`src/rtl/adder_tree_pipe.sv`:
```
// rtl/adder_tree_pipe.sv - pipelined masked adder tree with stall flow control and saturated result
module adder_tree_pipe #(
  parameter  int N_CH   = 16,
  parameter  int IN_W   = 23,
  parameter  int SIGNED = 0,
  parameter  int RES_W  = 23,
  localparam int LVL    = $clog2(N_CH),
  localparam int LAT    = (LVL > 0) ? LVL : 1,
  localparam int SUM_W  = IN_W + LVL
) (
  input  logic                 clk,
  input  logic                 rst_n,
  input  logic                 in_valid,
  output logic                 in_ready,
  input  logic [N_CH*IN_W-1:0] in_data,
  input  logic [N_CH-1:0]      in_mask,
  output logic                 out_valid,
  input  logic                 out_ready,
  output logic [SUM_W-1:0]     sum,
  output logic [RES_W-1:0]     res,
  output logic                 ovf,
  output logic                 busy
);
  // Channel count padded up to a power of two; pad lanes are constant zero.
  localparam int NP = 1 << LVL;

  logic             adv;
  logic [LAT-1:0]   vld_vec;
  logic [IN_W-1:0]  ch [NP];
  logic [SUM_W-1:0] fin_nxt;
  logic             fin_load;
  logic [RES_W-1:0] res_nxt;
  logic             ovf_nxt;

  // Global stall: the whole pipe moves only when the output slot is free or draining.
  assign adv      = out_ready | ~out_valid;
  assign in_ready = adv;
  assign busy     = |vld_vec;

  // Masked channel samples; masked-off and pad lanes contribute zero.
  for (genvar k = 0; k < NP; k++) begin : g_ch
    if (k < N_CH) begin : g_live
      assign ch[k] = in_mask[k] ? in_data[k*IN_W +: IN_W] : '0;
    end else begin : g_pad
      assign ch[k] = '0;
    end
  end

  // Tree levels: stage j holds NP>>(j+1) partial sums, each one bit wider than its operands.
  for (genvar j = 0; j < LAT; j++) begin : g_stage
    localparam int W   = (LVL == 0) ? IN_W : IN_W + j + 1;
    localparam int CNT = (LVL == 0) ? 1 : (NP >> (j + 1));

    logic [W-1:0] data [CNT];
    logic [W-1:0] nxt  [CNT];
    logic         vld;
    logic         vld_in;
    logic         load;

    if (LVL == 0) begin : g_pass
      // Single channel: one register stage passes the sample straight through.
      assign vld_in = in_valid;
      assign nxt[0] = ch[0];
    end else if (j == 0) begin : g_first
      assign vld_in = in_valid;
      for (genvar i = 0; i < CNT; i++) begin : g_add
        logic [W-1:0] a;
        logic [W-1:0] b;
        assign a      = {(SIGNED != 0) & ch[2*i][IN_W-1], ch[2*i]};
        assign b      = {(SIGNED != 0) & ch[2*i+1][IN_W-1], ch[2*i+1]};
        assign nxt[i] = a + b;
      end
    end else begin : g_next
      assign vld_in = g_stage[j-1].vld;
      for (genvar i = 0; i < CNT; i++) begin : g_add
        logic [W-1:0] a;
        logic [W-1:0] b;
        assign a      = {(SIGNED != 0) & g_stage[j-1].data[2*i][W-2], g_stage[j-1].data[2*i]};
        assign b      = {(SIGNED != 0) & g_stage[j-1].data[2*i+1][W-2], g_stage[j-1].data[2*i+1]};
        assign nxt[i] = a + b;
      end
    end

    // Data only loads behind a valid sample so bubbles leave the datapath quiet.
    assign load       = adv & vld_in;
    assign vld_vec[j] = vld;

    // Valid bit shifts on every unstalled cycle; bubbles advance but never collapse.
    always_ff @(posedge clk or negedge rst_n) begin
      if (!rst_n) begin
        vld <= 1'b0;
        for (int i = 0; i < CNT; i++) begin
          data[i] <= '0;
        end
      end else if (adv) begin
        vld <= vld_in;
        if (load) begin
          data <= nxt;
        end
      end
    end

    if (j == LAT - 1) begin : g_last
      assign fin_nxt   = nxt[0];
      assign fin_load  = load;
      assign sum       = data[0];
      assign out_valid = vld;
    end
  end

  // Saturation is computed on the final adder output so res/ovf register alongside sum.
  if (RES_W == SUM_W) begin : g_nosat
    assign res_nxt = fin_nxt;
    assign ovf_nxt = 1'b0;
  end else if (SIGNED != 0) begin : g_ssat
    localparam logic [RES_W-1:0] SMIN = RES_W'(1) << (RES_W - 1);
    logic [SUM_W-RES_W:0] top;
    // The value fits when every bit from the result sign upward agrees.
    assign top     = fin_nxt[SUM_W-1:RES_W-1];
    assign ovf_nxt = ~((&top) | ~(|top));
    assign res_nxt = !ovf_nxt ? fin_nxt[RES_W-1:0] : (fin_nxt[SUM_W-1] ? SMIN : ~SMIN);
  end else begin : g_usat
    assign ovf_nxt = |fin_nxt[SUM_W-1:RES_W];
    assign res_nxt = ovf_nxt ? '1 : fin_nxt[RES_W-1:0];
  end

  // Saturated result and clip flag travel with the final-stage sum.
  always_ff @(posedge clk or negedge rst_n) begin
    if (!rst_n) begin
      res <= '0;
      ovf <= 1'b0;
    end else if (fin_load) begin
      res <= res_nxt;
      ovf <= ovf_nxt;
    end
  end

endmodule

```
`config.mk`:
```
export PLATFORM = sky130hd
export DESIGN_NAME = adder_tree_pipe
export DESIGN_NICKNAME = d
export VERILOG_FILES = /design/src/rtl/adder_tree_pipe.sv
export SDC_FILE = /design/constraint.sdc
export NUM_CORES = 2
export LEC_CHECK = 0
export ABC_AREA = 1
export CORE_MARGIN = 3
export CORE_UTILIZATION = 45
export CTS_CLUSTER_SIZE = 30
export DETAILED_ROUTE_END_ITERATION = 8
export PLACE_DENSITY = 0.8
export SLEW_MARGIN = 20
export SYNTH_ARGS = -nofsm -noshare
export SYNTH_HDL_FRONTEND = slang
export SYNTH_SLANG_ARGS = --single-unit
```
`constraint.sdc`:
```
create_clock -name clk -period 2.2 [get_ports clk]
set_input_delay 0.55 -clock clk [delete_from_list [all_inputs] [get_ports clk]]
set_output_delay 0.55 -clock clk [all_outputs]
set_load 0.02 [all_outputs]
```
Word-level counts from Yosys, hierarchy flattened. Index checks and enable logic that the tools add are counted.

Bitwise operators: 6. Mux-type cells: 17. Add/sub/neg operators: 15. Reduce and logical (&&, ||, !) cells: 6.

Operators by type and width (number): 23-bit two-way mux (17); 23-bit by 23-bit adder with 24-bit output (8); 24-bit by 24-bit adder with 25-bit output (4); 25-bit by 25-bit adder with 26-bit output (2); 26-bit by 26-bit adder with 27-bit output (1); 2-bit AND reduction (4); 4-bit OR reduction (2); 1-bit bitwise AND (4); 1-bit NOT (1); 1-bit OR (1).

Word-level logic and storage cells: 65. Bits in registers: 399. Input port bits: 388. Output and inout port bits: 54.

Depth between registers and ports, before layout.
Depth in word-level cells: 4. Depth in mapped cells: 16.

Worst setup path after synthesis. OpenSTA, ideal clock, no wires.

Path type: input to register. Start: in in_data[138]. End: reg g_stage[0].data[108] (netlist name). Stages: 13. Setup time: 0.118 ns. Buffers on the path: 0. Data arrival time: 2.309 ns. Slack: -0.227 ns. Cell sequence: nand2_1 -> inv_1 -> ha_1 -> fa_1 -> nand3_1 -> nand2_1 -> a21boi_2 -> o21ai_0 -> nand2_1 -> nand2_1 -> or2_2 -> nand3_1 -> nand2_1.

Longest elaborated chain between the ends: 2.

RTL lines: start, declared (RTL line 15) `input logic [N_CH*IN_W-1:0] in_data,`; 23-bit two-way mux (RTL line 43) `assign ch[k] = in_mask[k] ? in_data[k*IN_W +: IN_W] : '0;`; 23-bit by 23-bit adder with 24-bit output (RTL line 71) `assign nxt[i] = a + b;`; end signal, assigned (RTL line 98) `data <= nxt;`; end, declared (RTL line 54) `logic [W-1:0] data [CNT];`.

Every way passes these cells. A chain may end at the register's enable or synchronous reset.

Worst setup path in the final report.
Start: reg g_stage[2].data[26] (netlist name). End: reg res[0].

Longest elaborated chain between the ends: 3.

RTL lines: start, declared (RTL line 54); start signal, assigned (RTL line 98); 26-bit by 26-bit adder with 27-bit output (*) (RTL line 80) `assign nxt[i] = a + b;`; 4-bit OR reduction (RTL line 123) `assign ovf_nxt = |fin_nxt[SUM_W-1:RES_W];`; 23-bit two-way mux (*) (RTL line 124) `assign res_nxt = ovf_nxt ? '1 : fin_nxt[RES_W-1:0];`; end signal, assigned (RTL line 133) `res <= res_nxt;`; end, declared (RTL line 20) `output logic [RES_W-1:0] res,`.

Mark *: on every way between the ends. The rest lies on a longest branch, timed or not.

==> impl_metrics.csv <==
group,metric,value,unit
run_status,status,"finished with violations",
run_status,violations,"setup timing",
finish,final_net_count,7568,
timing,fmax,443,MHz
pwr,power_switching,26.0,mW
placed_design,dp_cells,7769,
floorplan,dieArea,0.0850,sq mm
global_routing,antenna_found_initial,1,
pwr,p_int,30.6,mW
synthesis,seq_area_frac_synth,0.272,
timing,rsz0062_at_grt,"yes",
synthesis,synth_top_area_frac,0.272,
drt,first_pass_iters,6,
pwr,power_density,1090,mW/mm^2
worst_setup_path,reg2reg_setup_slack,-0.06,ns
synthesis,synthesis.area,0.0367,sq mm
worst_setup_path,endpoint_kind,"flop",
worst_setup_path,crit_type,"flop to flop",
timing,tightest_slew,0.417,ns
drt,ant_nets,0,
placed_design,gp_congestion,0.950,
placed_design,place_hpwl,96600,um
synthesis,synth.avg_cell_area,6.47,sq um
placed_design,post_dp_cell_area,0.0480,sq mm
drt,via_per_inst,5.21,
worst_hold_path,hold_start,"in_data[138]",
global_routing,top_usage_layer,"met2",
worst_setup_path,r2r_cells,16,
floorplan,core_area,0.0807,sq mm
worst_setup_path,crit_path_max_incr_delay,0.45,ns
worst_setup_path,critical_path.max_fanout,12,
pwr,p_total,56.6,mW
pwr,comb_power_share,0.613,
timing,fin_crit_sh,1.03,
worst_setup_path,startpoint,"g_stage[2].data[26]",
clocking,htreeDepth,2,
synthesis,synth_warnings,0,
clocking,numClockSinks,399,
timing,slew_headroom,0.719,
synthesis,syn_inst,5665,
finish,area_growth,41.0,%
synthesis,synth_common_cells,"nand2_1, inv_1, a21oi_1",
global_routing,grt_pass1_vias,39900,
finish,final_area,0.0517,sq mm
timing,fin_skew,0.0177,ns
clocking,clock_latency,0.58,ns
synthesis,yosys.cell_count.top_type,"nand2_1",
job,max_cap_violations,0,
global_routing,use_met1,0.352,
timing,setup_viol,24,
synthesis,async_flop_share,1.00,
pwr,swShare,0.460,
pwr,seqPwrFrac,0.238,
clocking,tritoncts,"done",
worst_setup_path,r2r-end,"res[0]",
synthesis,ys_types,43,
global_routing,grt_max_degree,65,
worst_setup_path,cp_cell_sequence,"ha_4 > inv_2 > fa_2 > inv_2 > nand2_2 > nand2_2 > nand3_2 > nand2_2 > nand2_2 > nand3_2 > nand2_2 > nand2_2 > nand2_2 > o21ai_4 > buf_8 > nand2_1",
floorplan,row_count,104,
pwr,ir_drop,0.000699,V
worst_setup_path,arrival,2.72,ns
clocking,clk_path_buf_depth,3,
global_routing,use_met3,0.0207,
finish,final_cell_count_no_fill,7903,
synthesis,yosys_register_bits,399,
worst_setup_path,worst_setup_path_start_kind,"flop",
pwr,p_leak,27.8,nW
placed_design,portBuffers,441,
floorplan,io-pin-count,442,
synthesis,synth_top_area_cell,"dfrtp_1",
timing,slew_violations,0,
drt,drt_wl_total,120000,um
drt,drt_iter0_drc,2689,
global_routing,grt-ovfl-total,0,
synthesis,synth-main-ff-cell,"dfrtp_1",
worst_setup_path,cpMaxStageDelayCell,"dfrtp_2",
floorplan,initial_core_util,0.455,
finish,antenna_cells,0,
global_routing,grt_pass1_wl,192000,um
clocking,clkSlewWorstSetupHoldPaths,0.07,ns
global_routing,grtUsageTotal,0.269,
timing,hold-worst-slack,0.444,ns
global_routing,grt_use_met2,0.475,
timing,final.setup.worst_slack,-0.0598,ns
pwr,pwr-share-clk,0.149,
worst_hold_path,hold_class,"input port to flop",
drt,dr_total_vias,41200,
drt,wl_per_cell,15.2,um
floorplan,die_x,292,um
worst_setup_path,worst_path_most_repeated_cell,"nand2_2",
synthesis,synth_nets,6424,
synthesis,synth_edf_count,0,
drt,drc_errors,0,
worst_hold_path,hold_path_depth,6,
floorplan,die_h,292,um
timing,timing.final.crit_period,2.26,ns
finish,drive_gt1_frac,0.187,
clocking,cts_root_buf,"clkbuf_16",
worst_setup_path,required,2.66,ns
synthesis,synthTopCellsByArea,"dfrtp_1, nand2_1, ha_1",
clocking,cts_inserted_buffers,43,
worst_hold_path,holdPathEnd,"g_stage[0].data[96]",
timing,hold_violations,0,
worst_setup_path,worstReg2RegStart,"g_stage[2].data[26]",
[worst max path at each step]
stage / end / slack [ns] / cells past startpoint
finish: res[0] / -0.06 / 16
global route: ovf / -0.16 / 16
CTS: res[0] / -0.13 / 17
detailed placement: g_stage[0].data[15] / -0.83 / 14
global placement: g_stage[0].data[13] / -0.79 / 12
floorplan: g_stage[0].data[180] / -0.03 / 13
[per-layer routing]
| metal | routed length [um] | vias up |
|---|---|---|
| met1 | 52200 | 19100 |
| met2 | 58800 | 1118 |
| met3 | 5270 | 219 |
| li1 | - | 20700 |
| met4 | 3870 | 0 |
| met5 | 0 | - |
[critical path, delay by kind of cell, from the launching register on]
kind,cells,cell delay (ns)
DFF,1,0.45
AOI/OAI and AO/OA,1,0.20
adders and majority gates,2,0.50
and+or+nand+nor,10,0.69
buffers and inverters,3,0.28
[sequential cells by signal, indices dropped and copies added, names as in the netlist]
name / flops
g_stage.data: 344
sum: 27
res: 23
g_stage.vld: 3
out_valid: 1
ovf: 1
[logic make-up after synthesis]
| family | share of synthesized area |
|---|---|
| AND/OR/NAND/NOR | 0.334 |
| buffers and inverters | 0.0865 |
| adder cells (fa/ha/maj) | 0.130 |
| XOR/XNOR | 0.0344 |
| AO/OA/AOI/OAI | 0.143 |
| flip-flops | 0.272 |
[through the flow]
step	TNS (ns)	setup WS, ns	util
after floorplan	-0.0371	-0.0280	-
after global placement	-107.13	-0.787	0.595
after detailed placement	-114.99	-0.826	0.595
after CTS	-2.75	-0.128	0.624
after global routing	-3.54	-0.162	0.641
final	-0.805	-0.0598	0.641
[final cells by class]
cell class	instances	area, sq um
multi-input combinational	4431	25400
sequential	399	10000
tap	1060	1330
inverter	720	2710
timing repair buffer	1214	10600
fill	7047	29000
clock inverter	23	429
clock buffer	56	1220
[power by group through the flow]
stage                     Sequential, mW  Clock [mW]  Combinational, mW
after global routing                13.7        8.85               38.6
after detailed placement            13.2           0               32.0
after global placement              13.1           0               31.3
final                               13.5        8.43               34.7
after CTS                           13.1        8.55               32.7
after floorplan                     12.4           0               20.4
[layout by cell type (no fill, tap or decap), types with 20 or more instances in the layout]
master	instances
nand2_1	1881
buf_4	727
inv_1	708
clkdlybuf4s50_1	412
dfrtp_1	389
nor2_1	356
a21oi_1	326
o21ai_0	318
nand3_1	307
ha_1	278
nand4_1	95
xnor2_1	95
a21oi_2	83
nor3_1	63
nand2_2	59
ha_4	58
or2_2	48
xor2_1	46
clkbuf_16	45
nand3b_1	44
a31oi_1	41
o21ai_1	39
o21ai_2	29
nand3_2	28
buf_12	25
a21o_1	22
nor2_2	21
ha_2	20
[timing repair]
| action | in CTS | in global routing |
|---|---|---|
| hold buffers | 1 | 0 |
| pin swaps | 24 | 77 |
| hold endpoints to repair | 26 | 0 |
| endpoints found under the setup margin | 142 | 203 |
| cloned | 6 | 2 |
| gates resized for setup | 139 | 292 |
| buffers inserted | 12 | 36 |
Power figures use the tool's default switching activity.
